[config.mk]
export PLATFORM = sky130hd
export DESIGN_NAME = comp_seq_16
export DESIGN_NICKNAME = d
export VERILOG_FILES = /design/src/rtl/comp_seq_16.sv
export SDC_FILE = /design/constraint.sdc
export NUM_CORES = 1
export LEC_CHECK = 0
export ABC_CLOCK_PERIOD_IN_PS = 3700
export BUFFER_PORTS_ARGS = -buffer_cell sky130_fd_sc_hd__buf_2
export CAP_MARGIN = 10
export CORE_ASPECT_RATIO = 1.4
export CORE_MARGIN = 8
export CORE_UTILIZATION = 35
export CTS_CLUSTER_DIAMETER = 50
export DETAILED_ROUTE_END_ITERATION = 7
export GPL_TIMING_DRIVEN = 0
export PLACE_DENSITY = 0.58
export SYNTH_ARGS = -nofsm -noshare
export SYNTH_HDL_FRONTEND = slang
export SYNTH_SLANG_ARGS = --single-unit
[constraint.sdc]
create_clock -name clk -period 3.7 [get_ports clk]
set_clock_uncertainty 0.15 [all_clocks]
set_input_delay 0 -clock clk [delete_from_list [all_inputs] [get_ports clk]]
set_output_delay 0 -clock clk [all_outputs]
set_load 0.005 [all_outputs]
[src/rtl/comp_seq_16.sv]
// comp_seq_16: multi-cycle unsigned magnitude comparator.
// A single SLICE-bit compare stage walks the latched operands from the most
// significant slice down. It stops at the first unequal slice, or after the
// last slice when all slices are equal.
module comp_seq_16 #(
    parameter  int WIDTH  = 16,
    parameter  int SLICE  = 4,
    localparam int NSLICE = WIDTH / SLICE,
    localparam int CW     = $clog2(NSLICE) + 1
) (
    input  logic             clk,
    input  logic             rst,
    input  logic             start,
    input  logic             abort,
    input  logic [WIDTH-1:0] A,
    input  logic [WIDTH-1:0] B,
    output logic             ready,
    output logic             busy,
    output logic             done,
    output logic             a_gt_b,
    output logic             a_eq_b,
    output logic             a_lt_b,
    output logic [CW-1:0]    slices_used
);

    typedef enum logic [1:0] {
        IDLE = 2'd0,
        CMP  = 2'd1,
        DONE = 2'd2
    } state_t;

    localparam logic [CW-1:0] NSLICE_C = CW'(NSLICE);
    localparam logic [CW-1:0] TOP_IDX  = CW'(NSLICE - 1);

    state_t           state_q;
    state_t           state_d;
    logic [WIDTH-1:0] a_q;
    logic [WIDTH-1:0] b_q;
    logic [CW-1:0]    idx;
    logic [WIDTH-1:0] a_sh;
    logic [WIDTH-1:0] b_sh;
    logic [SLICE-1:0] slice_a;
    logic [SLICE-1:0] slice_b;
    logic             slice_gt;
    logic             slice_lt;
    logic             last_slice;

    // Select the slice under examination and compare it.
    always_comb begin
        a_sh       = a_q >> (idx * SLICE);
        b_sh       = b_q >> (idx * SLICE);
        slice_a    = a_sh[SLICE-1:0];
        slice_b    = b_sh[SLICE-1:0];
        slice_gt   = slice_a > slice_b;
        slice_lt   = slice_a < slice_b;
        last_slice = (idx == '0);
    end

    // State register.
    always_ff @(posedge clk) begin
        // NOTE: sequential state uses non-blocking assignments so every flop
        // samples its inputs from before the edge, independent of block order.
        if (rst) begin
            state_q <= IDLE;
        end else begin
            state_q <= state_d;
        end
    end

    // Next-state decision; abort wins over the slice compare in CMP.
    always_comb begin
        // NOTE: default first so every path assigns state_d and no latch forms.
        state_d = state_q;
        unique case (state_q)
            IDLE: if (start) state_d = CMP;
            CMP: begin
                if (abort) begin
                    state_d = IDLE;
                end else if (slice_gt || slice_lt || last_slice) begin
                    state_d = DONE;
                end
            end
            DONE:    state_d = IDLE;
            default: state_d = IDLE;
        endcase
    end

    // Operand capture on accept; held constant for the whole compare.
    always_ff @(posedge clk) begin
        // NOTE: operand registers are deliberately not reset; they are always
        // loaded on accept before anything reads them.
        if (state_q == IDLE && start && !rst) begin
            a_q <= A;
            b_q <= B;
        end
    end

    // Slice index and result registers.
    always_ff @(posedge clk) begin
        if (rst) begin
            idx         <= '0;
            a_gt_b      <= 1'b0;
            a_eq_b      <= 1'b0;
            a_lt_b      <= 1'b0;
            slices_used <= '0;
        end else begin
            unique case (state_q)
                IDLE: begin
                    if (start) begin
                        idx         <= TOP_IDX;
                        a_gt_b      <= 1'b0;
                        a_eq_b      <= 1'b0;
                        a_lt_b      <= 1'b0;
                        slices_used <= '0;
                    end
                end
                CMP: begin
                    if (!abort) begin
                        if (slice_gt) begin
                            a_gt_b      <= 1'b1;
                            slices_used <= NSLICE_C - idx;
                        end else if (slice_lt) begin
                            a_lt_b      <= 1'b1;
                            slices_used <= NSLICE_C - idx;
                        end else if (last_slice) begin
                            a_eq_b      <= 1'b1;
                            slices_used <= NSLICE_C;
                        end else begin
                            idx <= idx - 1'b1;
                        end
                    end
                end
                default: ;
            endcase
        end
    end

    assign ready = (state_q == IDLE);
    assign busy  = (state_q == CMP);
    assign done  = (state_q == DONE);

endmodule
==> reports/summary.txt <==
status - finished, final reports clean
detailed placement HPWL - 2850 um
Fillers - 493
WP data arrival - 3.16 ns
Pre-antenna DRT Iters - 4
Post-synth top cells - edfxtp_1 (32), dfxtp_1 (11), nand2_1 (9), mux4_2 (8), nor2_1 (8)
post-route setup slack - 0.595 ns
asr flop ratio synth - 0%
mapped cell area - 1900 um2
CP endpoint kind - register
H-tree levels - 2
port bufs - 44
fin crit period - 3.10 ns
number of max-cap violations - 0
Rel. slew slack - 55.7%
Reg2Reg Launch Point - idx[0]
Worst-Margin Slew - 0.664 ns
stages on the worst setup path - 8
Peak VDD IR - 0.271 mV
Root Buffer - clkbuf_8
Non-Filler Instances - 289
Synth warnings - 0
Hold Vio Cnt, Final - 0
number of global-route vias before repair - 1557
crit path launch type - register
final antenna-violating net count - 0
worst reg-to-reg path cell count - 8
total power - 1.08 mW
worst path cell trace - buf_2 -> mux4_2 -> and2_1 -> ha_1 -> nand4_2 -> a31oi_4 -> and3b_1 -> a2111oi_2
Setup TNS Final - 0 ns
GRT Overall Usage - 10.9%
Clock transition at path regs - 0.08 ns
ANT cells - 0
Core Area - 5370 um2
die width - 78.3 um
syn_area_per_cell - 14.3 um2
dpl ws - 0.570 ns
CTS tree - done
DR WL/cell - 13.9 um
routability cong. - 0.739
sequential share of the synthesized area - 62.0%
routed vias - 1398
layout cells sized above 1 - 30.3%
Crit path max-delay family - compound AO/OA/AOI/OAI gates
largest net degree at the start of global routing - 22
antenna violations before repair - 0
final worst path period share - 83.9%
crit path from - idx[0]
largest area contributor in the netlist - edfxtp_1
# nets final - 262
DRC - 0
setup violators final - 0
initial drt markers - 31
crit-path max cell delay - 0.55 ns
Cells after Synth - 133
CP Class - reg2reg
Pleak - 1.03 nW
Max clock buf depth - 2
global-route wire length before repair - 6910 um
# placed instances - 246
post-synth top area share - 50.5%
WP buf/inv - 1
most frequent cell after synthesis - edfxtp_1
pwr dens - 404 nW/um2
cell row count - 32
WP data required - 3.75 ns
Netlist cell types - 32
syn_nets - 175
reg2reg setup slack - 0.60 ns
worst hold path class - in2reg
Vias/cell - 4.84
Initial Util - 35.5%
post-CTS setup buffer count - 0
final slew viol count - 0
Area Growth Syn to Fin - 40.0%
fmax - 322 MHz
WL final - 4030 um
post-synthesis register bit count - 43
Die Y - 103 um
RSZ-0062 raised after global routing - false
Die Area - 8090 um2
slowest CP cell - mux4_2
Clock Latency Late Sink - 0.30 ns
Synth area leaders - edfxtp_1 (50%), dfxtp_1 (12%), mux4_2 (9.5%), ha_1 (3.9%), nand2b_1 (2.3%)
Main synth FF type - edfxtp_1
total gr overflow - 0
IO Count - 45
WHS Path Cells - 2
Sink Count - 43
HP Start - B[6]
crit path max fanout - 10
number of synthesized flops with an enable pin - 32
total CTS buffers - 5
==> final timing paths <==
kind,endpoint
worst max-delay path,slices_used[2]
worst min-delay path,b_q[6]
worst max register to register,slices_used[2]
worst min register to register,a_gt_b
==> final cells by class <==
cell class              instances  area (um2)  share of cell area [%]
clock inverters                 3        20.0                   0.751
flip-flops and latches         43        1180                    44.3
multi-input cells              80         687                    25.8
clock buffers                   5        68.8                    2.58
plain buffers                   5        20.0                   0.751
well taps                      68        85.1                    3.19
repair buffers                 80         586                    22.0
inverters                       5        18.8                   0.704
==> stage by stage <==
step | area, um2 | hold WS [ns] | util (%)
2_1_floorplan | 1900 | -0.0715 | -
3_3_place_gp | 2210 | 0.0262 | 41.2
3_5_place_dp | 2230 | 0.0281 | 41.5
4_1_cts | 2670 | 0.248 | 49.7
5_1_grt | 2670 | 0.251 | 49.7
6_report | 2670 | 0.258 | 49.7
==> kinds of logic (layout without fill, tap and decap cells) <==
kind of cell,after synthesis,after routing,synth area share (%)
and+or+nand+nor,48,48,13.9
DFF,43,43,62.0
AOI/OAI and AO/OA,18,18,8.61
buffers and inverters,10,98,2.04
muxes,8,8,9.46
adders and majority gates,6,6,3.94
==> registers in the layout, indices dropped and copies added, names as in the netlist <==
name,flops
a_q,16
b_q,16
idx,3
slices_used,3
state_q,2
a_eq_b,1
a_gt_b,1
a_lt_b,1
==> cell usage in the layout (no fill, tap or decap), types with 4 or more instances in the layout <==
cell / instances
buf_2: 45
dlygate4sd3_1: 35
edfxtp_1: 32
dfxtp_1: 11
nand2_1: 9
mux4_2: 8
nor2_1: 7
nand2b_1: 7
ha_1: 6
inv_1: 5
nor4_1: 5
clkbuf_8: 5
clkbuf_1: 4
and2_1: 4
nor3_1: 4
a21oi_1: 4
==> where the power goes <==
| group | total, mW | internal (mW) | switching [mW] | leakage [nW] |
|---|---|---|---|---|
| logic | 0.225 | 0.113 | 0.112 | 0.597 |
| clock network | 0.296 | 0.132 | 0.165 | 0.0418 |
| registers | 0.557 | 0.545 | 0.0115 | 0.387 |
| total | 1.08 | 0.790 | 0.288 | 1.03 |
==> worst register-to-register path: stages, from the launching register on <==
cell and delay, ns:
dfxtp_1 0.45, buf_2 0.33, mux4_2 0.55, and2_1 0.17, ha_1 0.34, nand4_2 0.19, a31oi_4 0.30, and3b_1 0.22
a2111oi_2 0.31
==> routing by layer <==
metal	up-vias	wire length (um)	GRT usage, %
met5	-	0	0
met4	0	76	4.72
met3	6	289	4.07
met2	52	2040	19.9
met1	659	1620	10.7
li1	681	-	-
==> what timing repair did <==
action,in CTS,in global routing
hold buffers,35,0
resized for setup,0,0
endpoints found under the hold margin,38,0
Note: power is estimated with default switching activity, not from simulation.
